--- src/rtl/bus6502_master.sv ---
// 6502/NES cartridge-side bus initiator: free-running M2, one transaction in flight, valid/ready request and response.
// Optional macro BUS6502_RDY_EN adds c6502_rdy read-stall support.
module bus6502_master #(
    parameter int ADDR_W        = 15,
    parameter int PHI_LO_CYCLES = 10,
    parameter int PHI_HI_CYCLES = 10
) (
    input  logic              clk,
    input  logic              rst,
    input  logic              req_valid,
    output logic              req_ready,
    input  logic              req_rw,
    input  logic [ADDR_W-1:0] req_addr,
    input  logic [7:0]        req_wdata,
    output logic              resp_valid,
    output logic [7:0]        resp_rdata,
    output logic              c6502_m2,
    output logic [ADDR_W-1:0] c6502_addr,
    output logic              c6502_rw,
    output logic [7:0]        c6502_data_out,
    output logic              c6502_data_oe,
`ifdef BUS6502_RDY_EN
    input  logic              c6502_rdy,
`endif
    input  logic [7:0]        c6502_data_in
);

    localparam int CNT_MAX = (PHI_LO_CYCLES > PHI_HI_CYCLES) ? PHI_LO_CYCLES : PHI_HI_CYCLES;
    localparam int CNT_W   = (CNT_MAX > 2) ? $clog2(CNT_MAX) : 1;

    typedef enum logic {LOW, HIGH} state_t;

    state_t            state_reg, state_next;
    logic [CNT_W-1:0]  cnt_reg, cnt_next;
    logic              m2_reg;
    logic              rw_reg;
    logic [ADDR_W-1:0] addr_reg;
    logic [7:0]        wdata_reg;
    logic              oe_reg;
    logic              resp_valid_reg;
    logic [7:0]        rdata_reg;
    logic              busy_reg;
    logic              stall_reg;
    logic              rdy_ok;
    logic              slot, lo_end, hi_end;

`ifdef BUS6502_RDY_EN
    assign rdy_ok = c6502_rdy;
`else
    assign rdy_ok = 1'b1;
`endif

    assign slot   = (state_reg == LOW)  && (cnt_reg == '0);
    assign lo_end = (state_reg == LOW)  && (cnt_reg == CNT_W'(PHI_LO_CYCLES - 1));
    assign hi_end = (state_reg == HIGH) && (cnt_reg == CNT_W'(PHI_HI_CYCLES - 1));

    always_comb begin
        state_next = state_reg;
        cnt_next   = cnt_reg + CNT_W'(1);
        if (lo_end) begin
            state_next = HIGH;
            cnt_next   = '0;
        end else if (hi_end) begin
            state_next = LOW;
            cnt_next   = '0;
        end
    end

    always_ff @(posedge clk) begin
        if (rst) begin
            state_reg      <= LOW;
            cnt_reg        <= '0;
            m2_reg         <= 1'b0;
            rw_reg         <= 1'b1;
            addr_reg       <= '0;
            wdata_reg      <= '0;
            oe_reg         <= 1'b0;
            resp_valid_reg <= 1'b0;
            rdata_reg      <= '0;
            busy_reg       <= 1'b0;
            stall_reg      <= 1'b0;
        end else begin
            state_reg      <= state_next;
            cnt_reg        <= cnt_next;
            m2_reg         <= (state_next == HIGH);
            resp_valid_reg <= 1'b0;

            // Accept slot: the data hold after the previous M2 fall ends here too.
            if (slot) begin
                oe_reg <= 1'b0;
                if (stall_reg) begin
                    rw_reg   <= 1'b1;
                    busy_reg <= 1'b1;
                end else if (req_valid) begin
                    rw_reg    <= req_rw;
                    addr_reg  <= req_addr;
                    wdata_reg <= req_wdata;
                    busy_reg  <= 1'b1;
                end else begin
                    rw_reg   <= 1'b1;
                    busy_reg <= 1'b0;
                end
            end

            if (lo_end && busy_reg && !rw_reg)
                oe_reg <= 1'b1;

            if (hi_end && busy_reg) begin
                if (rw_reg && !rdy_ok) begin
                    stall_reg <= 1'b1;
                end else begin
                    stall_reg      <= 1'b0;
                    resp_valid_reg <= 1'b1;
                    if (rw_reg)
                        rdata_reg <= c6502_data_in;
                end
            end
        end
    end

    // Decoded from registered state only; no path from req_valid.
    assign req_ready      = slot && !stall_reg;
    assign resp_valid     = resp_valid_reg;
    assign resp_rdata     = rdata_reg;
    assign c6502_m2       = m2_reg;
    assign c6502_addr     = addr_reg;
    assign c6502_rw       = rw_reg;
    assign c6502_data_out = wdata_reg;
    assign c6502_data_oe  = oe_reg;

endmodule

--- config.mk ---
export PLATFORM = sky130hd
export DESIGN_NAME = bus6502_master
export DESIGN_NICKNAME = d
export VERILOG_FILES = /design/src/rtl/bus6502_master.sv
export SDC_FILE = /design/constraint.sdc
export NUM_CORES = 1
export LEC_CHECK = 0
export BUFFER_PORTS_ARGS = -buffer_cell sky130_fd_sc_hd__buf_2
export CAP_MARGIN = 20
export CORE_ASPECT_RATIO = 1.2
export CORE_MARGIN = 1
export CORE_UTILIZATION = 47
export DETAILED_ROUTE_END_ITERATION = 12
export HOLD_SLACK_MARGIN = 0.15
export PLACE_DENSITY_LB_ADDON = 0.3
export SLEW_MARGIN = 20
export SYNTH_ARGS = -nofsm -noshare
export SYNTH_HDL_FRONTEND = slang
export SYNTH_SLANG_ARGS = --single-unit
--- constraint.sdc ---
create_clock -name clk -period 2.5 [get_ports clk]
set_clock_uncertainty 0.2 [all_clocks]
set_input_delay 0.5 -clock clk [delete_from_list [all_inputs] [get_ports clk]]
set_output_delay 0.5 -clock clk [all_outputs]
set_load 0.01 [all_outputs]
==> results of run 1 <==
[cells in the mapped netlist, drive strengths merged]
master and instances:
or4b 1, nor3 3, dfxtp 40, nand3b 2, a21oi 25, buf 8
clkbuf 7, clkdlybuf4s18 1, xor2 1, o21ai 23, nand2 4, nand2b 16
nor3b 1, nor2 5, a31oi 1, nand4b 1, or3b 1, o21bai 1
mux2i 8, or2b 1, a22oi 1, o211ai 1, inv 4, and4b 1
ha 3, nand3 23, and3 1
[metal layers]
metal  GRT usage  up-vias
met3      0.0594        4
met5           0        -
met1       0.208      681
met2       0.353       38
met4      0.0844        0
li1            -      764
[repair_timing]
item / CTS / global route
gates resized for setup: 0 / 1
endpoints found under the setup margin: 0 / 1
hold buffers: 0 / 0
setup buffers: 0 / 0
[worst reg2reg max path: cells and delay by family (launching register included)]
| family | cells | cell delay, ps |
|---|---|---|
| compound gates | 2 | 320 |
| buf+inv | 2 | 330 |
| simple gates | 1 | 500 |
| fa+ha+maj | 1 | 130 |
| flops | 1 | 350 |
[area by class of cell]
class | count | area [sq um] | share of cell area
timing repair buffer | 73 | 373 | 0.177
clock buffer | 7 | 96.3 | 0.0457
tap | 37 | 46.3 | 0.0220
multi-input combinational | 124 | 738 | 0.350
inverter | 4 | 22.5 | 0.0107
clock inverter | 1 | 30.0 | 0.0143
sequential | 40 | 801 | 0.380
[per-stage QoR]
step / worst slack [ps] / hold WS (ps) / total power, mW
4_1_cts: 45.3 / 249 / 1.47
6_report: 145 / 251 / 1.45
3_3_place_gp: 373 / 245 / 0.901
2_1_floorplan: 505 / 223 / 0.853
3_5_place_dp: 360 / 242 / 0.904
5_1_grt: 61.9 / 256 / 1.52
[logic make-up (layout without fill, tap and decap cells)]
group                    Yosys count  after routing  share of synthesized area
multiplexers                       8              8                     0.0474
AND/OR/NAND/NOR                   60             60                      0.201
AO/OA/AOI/OAI                     52             52                      0.159
flip-flops                        40             40                      0.474
adder cells (fa/ha/maj)            3              3                     0.0222
buffers and inverters             20             85                     0.0911
XOR/XNOR                           1              1                    0.00519
[how the worst max path moves through the flow]
stage	from	end	slack, ps	cells past startpoint
after floorplan	cnt_reg[0]	req_ready	500	6
after global placement	cnt_reg[0]	req_ready	370	5
after detailed placement	cnt_reg[0]	req_ready	360	5
after CTS	cnt_reg[0]	req_ready	50	5
after global routing	cnt_reg[1]	req_ready	60	5
final	cnt_reg[0]	req_ready	140	5
[layout by cell type, fill, tap and decap left out, drive strengths merged]
cell    count
xor2        1
nor3        3
a22oi       1
nor2        5
or3b        1
nand3      23
o21ai      23
a21oi      25
nand2b     16
and3        1
nand4b      1
or4b        1
dfxtp      40
clkbuf      7
o211ai      1
nand2       4
mux2i       8
and4b       1
o21bai      1
nor3b       1
nand3b      2
bufinv      1
a31oi       1
or2b        1
ha          3
inv         4
buf        73
[power by group]
group	internal, mW	switching [mW]	leakage (nW)
clock	0.352	0.213	0.0645
combinational	0.0835	0.120	0.548
sequential	0.669	0.0170	0.326
total	1.10	0.350	0.938
==> impl_metrics.toml, run 1 <==
[floorplan]
pin_count = 71
dieArea_sq_um = 3840
die_w_microns = 56.7
rows = 23
initial_core_util = 0.497
dieHeight_microns = 67.7
core_area_sq_um = 3400

[critical_path]
start_kind = "register"
crit_path_top_delay_cell = "or4b_4"
r2r_slack_ps = 570
crit_buf_inv = 3
cp.required_ps = 1800
crit_family = "simple AND/OR/NAND/NOR gates"
arrival_ps = 1660
ff2ff_path_depth = 6
path_class = "register to output port"
end_kind = "output port"
worstReg2RegStart = "cnt_reg[0]"
critPathMaxStageDelay_ps = 500
timing.critical_path.cells = "inv_1 -> ha_1 -> or4b_4 -> inv_8 -> buf_2"
worstReg2RegEnd = "c6502_data_out[2]"
worstPathMaxFanout = 26

[layout]
largest_reg_flops = 15
post-route-util = 0.620
antenna_cells = 0
syn2layout_area_growth_pct = 24.7
layout-drive-gt1-share = 0.341
fill_cells = 308
stdcell_count = 286
nets = 286
final_cell_area_sq_um = 2110

[sta]
max_freq_mhz = 425
fin_crit_ps = 2360
slew_viol_final = 0
finalSetupTns_ps = 0
finalHoldViolations = 0
fin_crit_sh = 0.942
worstMarginPinSlew_ps = 633
rsz0062_at_grt = "false"
setup_violations = 0
max_slew_margin = 0.577

[detailed_routing]
highest_layer = "met4"
drc = 12
ant_nets = 0
dr_wl_met2_microns = 1770
wl_per_cell_microns = 12.5
drt-pass1-iter-count = 8
wl_met1_microns = 1610
num_vias = 1487
dr_wl_met3_microns = 159
drtIter0Drc = 106
routed_via_density = 5.20
wl_microns = 3580

[yosys]
yosysSeqAreaShare = 0.474
syn_area_per_cell_sq_um = 9.18
ys_types = 34
synth_top_area_cell = "dfxtp_1"
synth_top_area_share = 0.474
yosysWarnings = 0
syn_inst = 184
yosys-top-cells-area = "dfxtp_1, a21oi_1, nand3_1, nand2b_1, o21ai_0"
ys_ff_latch = 40
syn-num-nets = 222
netlist_area_sq_um = 1690

[clocking]
cts_root_buffer = "clkbuf_8"
numCtsBuffers = 5
clock_latency_ps = 290
cts.sinks = 40
cts.path.max_buffers = 2
clk_pin_slew_ps = 70
cts_tree = "built"
htree_levels = 2

[pwr]
p_leak_nw = 0.938
powerDensity_nw_per_um2 = 691
peakVddDrop_mv = 0.357

[global_routing]
grt_pass1_vias = 1298
grt_max_degree = 34
grt.overflow.total = 0
groute.usage.overall = 0.194
grt_pass1_wl_microns = 5610
antenna_found_initial = 0

[place]
io_buffers = 70
gp_congestion = 0.777
dp_hpwl_microns = 2400
placed_cells = 278
placed_area_sq_um = 1980

[hold_path]
hold_path_end = "resp_valid"
hold_depth = 2
hp-start = "busy_reg"
worstHoldPathType = "register to register"

[run]
cap_violations = 0

[run_status]
violations = "design-rule violations"
outcome = "complete, but fails checks"
No activity file was read; power rests on OpenSTA's default activity.
==> run 2: changes to the inputs <==
--- a/config.mk
+++ b/config.mk
@@ -5,6 +5,7 @@
 export SDC_FILE = /design/constraint.sdc
 export NUM_CORES = 1
 export LEC_CHECK = 0
+export ABC_AREA = 1
 export BUFFER_PORTS_ARGS = -buffer_cell sky130_fd_sc_hd__buf_2
 export CAP_MARGIN = 20
 export CORE_ASPECT_RATIO = 1.2
==> run 2 against run 1 <==
  * The flow still finishes with violations (design-rule violations)
  * Global-route usage decreased by 2.1 points
  * Utilization is 2.7 points higher
  * First-iteration DRC count shrank 5.7%
  * Routed wire length down 4.6%
  * Via count grew 9.6%
  * Clock power fell by 20%
  * Synthesized area rose by 3.2%
  * Largest cell class unchanged
  * Setup slack improved by 280 ps
  * Synthesized cell count grew 43%
  * Non-clock buffer count stayed put
  * Die area grew 3.1%
==> impl_metrics.toml, run 2 <==
[run_status]
outcome = "complete, but fails checks"
violations = "design-rule violations"

[global_routing]
groute.usage.overall = 0.172
grt.overflow.total = 0
grt_max_degree = 31
antenna_found_initial = 0
grt_pass1_vias = 1236
grt_pass1_wl_microns = 5240

[floorplan]
core_area_sq_um = 3450
dieArea_sq_um = 3960
die_w_microns = 57.6
initial_core_util = 0.505
dieHeight_microns = 68.7
rows = 23
pin_count = 71

[sta]
rsz0062_at_grt = "false"
worstMarginPinSlew_ps = 420
max_slew_margin = 0.720
slew_viol_final = 0
holdWs_ps = 225
setup_violations = 0
timing.final.ws_setup_ps = 429
finalSetupTns_ps = 0
fin_crit_ps = 2070
fin_crit_sh = 0.828
max_freq_mhz = 483
finalHoldViolations = 0

[critical_path]
timing.critical_path.mode_cell = "inv_1"
crit_buf_inv = 4
cp.required_ps = 1800
crit_family = "flip-flops"
r2r_slack_ps = 700
worstPathMaxFanout = 5
timing.critical_path.cells = "inv_1 -> ha_1 -> inv_1 -> nor2_1 -> nand2_1 -> inv_1 -> buf_2"
path_class = "register to output port"
critPathMaxStageDelay_ps = 400
ff2ff_path_depth = 8
arrival_ps = 1370
end_kind = "output port"
start_kind = "register"
path_depth = 7
crit_path_top_delay_cell = "dfxtp_1"

[yosys]
netlist_area_sq_um = 1740
synth_edf_count = 0
synth_top_area_share = 0.459
syn_inst = 264
synth_top_area_cell = "dfxtp_1"
ys_top_cells_by_count = "nand2_1, nor2_1, inv_1"
syn-num-nets = 302
ys.flop_type = "dfxtp_1"
async_reset_ff_frac = 0
ys_ff_latch = 40
ys_types = 21
syn_area_per_cell_sq_um = 6.60
yosysSeqAreaShare = 0.459
yosys-top-cells-area = "dfxtp_1, nand2_1, nor2_1, inv_1, nand4_1"
synth_most_common_cell = "nand2_1"
yosysWarnings = 0

[layout]
antenna_cells = 0
final_cell_mix = "buf_2, nand2_1, nor2_1, inv_1, dfxtp_1"
fill_cells = 303
post-route-util = 0.647
layout-drive-gt1-share = 0.251
nets = 373
largest_reg_flops = 15
final_common_cell = "buf_2"
syn2layout_area_growth_pct = 28.2

[place]
dp_hpwl_microns = 2460
dp_slack_ps = 697
gp_congestion = 0.785
io_buffers = 70

[pwr]
comb_power_share = 0.167
p_sw_uw = 371
powerDensity_nw_per_um2 = 626
peakVddDrop_mv = 0.318
p_int_mw = 1.03
power_switching_share = 0.265
seq_power_share = 0.509
p_leak_nw = 1.31
fin_total_pwr_mw = 1.40
clock_power_share = 0.324

[detailed_routing]
wl_per_cell_microns = 9.19
wl_microns = 3420
drc = 6
ant_nets = 0
drtIter0Drc = 100
drt-pass1-iter-count = 10
num_vias = 1630
routed_via_density = 4.38

[clocking]
cts_setup_buffers = 0
hold_buffers = 0
htree_levels = 2
cts.sinks = 40
cts_root_buffer = "clkbuf_8"
cts_tree = "built"
clk_pin_slew_ps = 70
numCtsBuffers = 5
cts_resized = 0
cts.path.max_buffers = 2
clock_latency_ps = 280

[hold_path]
worstHoldPathType = "input port to register"
hold_depth = 2

[run]
cap_violations = 0
[run 2: changes by cell type after synthesis, moves of 5 or more]
cell,previous run,this run
a21oi_1,25,2
o21ai_1,5,0
nand4_1,0,8
nand2_1,4,69
o21ai_0,18,1
inv_1,3,56
nor2_1,5,63
nand2b_1,16,0
mux2i_1,8,0
nand3_1,23,4
[run 2: path summary, 6_finish.rpt]
path / endpoint / from
worst max-delay path: req_ready / cnt_reg[0]
worst min-delay path: c6502_data_oe / rst
worst max register to register: c6502_addr[0] / cnt_reg[1]
worst min register to register: c6502_data_oe / c6502_data_oe
[run 2: metrics by stage]
step	cells	area [sq um]
floorplan	264	1740
global placement	365	2140
detailed placement	365	2140
CTS	372	2230
global route	372	2230
finish	372	2230
[run 2: final cells by class]
class	instances	area (sq um)	area share
Inverter	58	218	0.0974
Clock buffer	7	96.3	0.0431
Multi-Input combinational cell	157	676	0.302
Tap cell	37	46.3	0.0207
Sequential cell	40	801	0.358
Timing Repair Buffer	73	398	0.178
[run 2: worst reg2reg max path: cells and delay by family, from the launching register on]
| kind | cells | cell delay, ps |
|---|---|---|
| fa+ha+maj | 1 | 140 |
| buf+inv | 3 | 430 |
| flops | 1 | 330 |
| simple gates | 4 | 600 |
[run 2: cells by family after synthesis]
logic type / after synthesis / synth area share
xor+xnor: 2 / 0.0101
fa+ha+maj: 3 / 0.0215
flops: 40 / 0.459
compound gates: 4 / 0.0129
simple gates: 148 / 0.340
buf+inv: 67 / 0.156
[run 2: metal layers]
metal | part of all wire | global-route usage | vias to the layer above
met5 | 0 | 0 | -
met3 | 0.070 | 0.0597 | 5
met1 | 0.45 | 0.212 | 676
met4 | 0.0091 | 0.0640 | 0
met2 | 0.47 | 0.279 | 55
li1 | - | - | 894
[run 2: power by group through the flow]
stage                     sequential, mW  combinational, mW  clock [mW]
after detailed placement           0.726              0.236           0
after global placement             0.724              0.232           0
after global routing               0.717              0.268       0.500
after CTS                          0.711              0.238       0.470
after floorplan                    0.739              0.133           0
final                              0.711              0.234       0.453
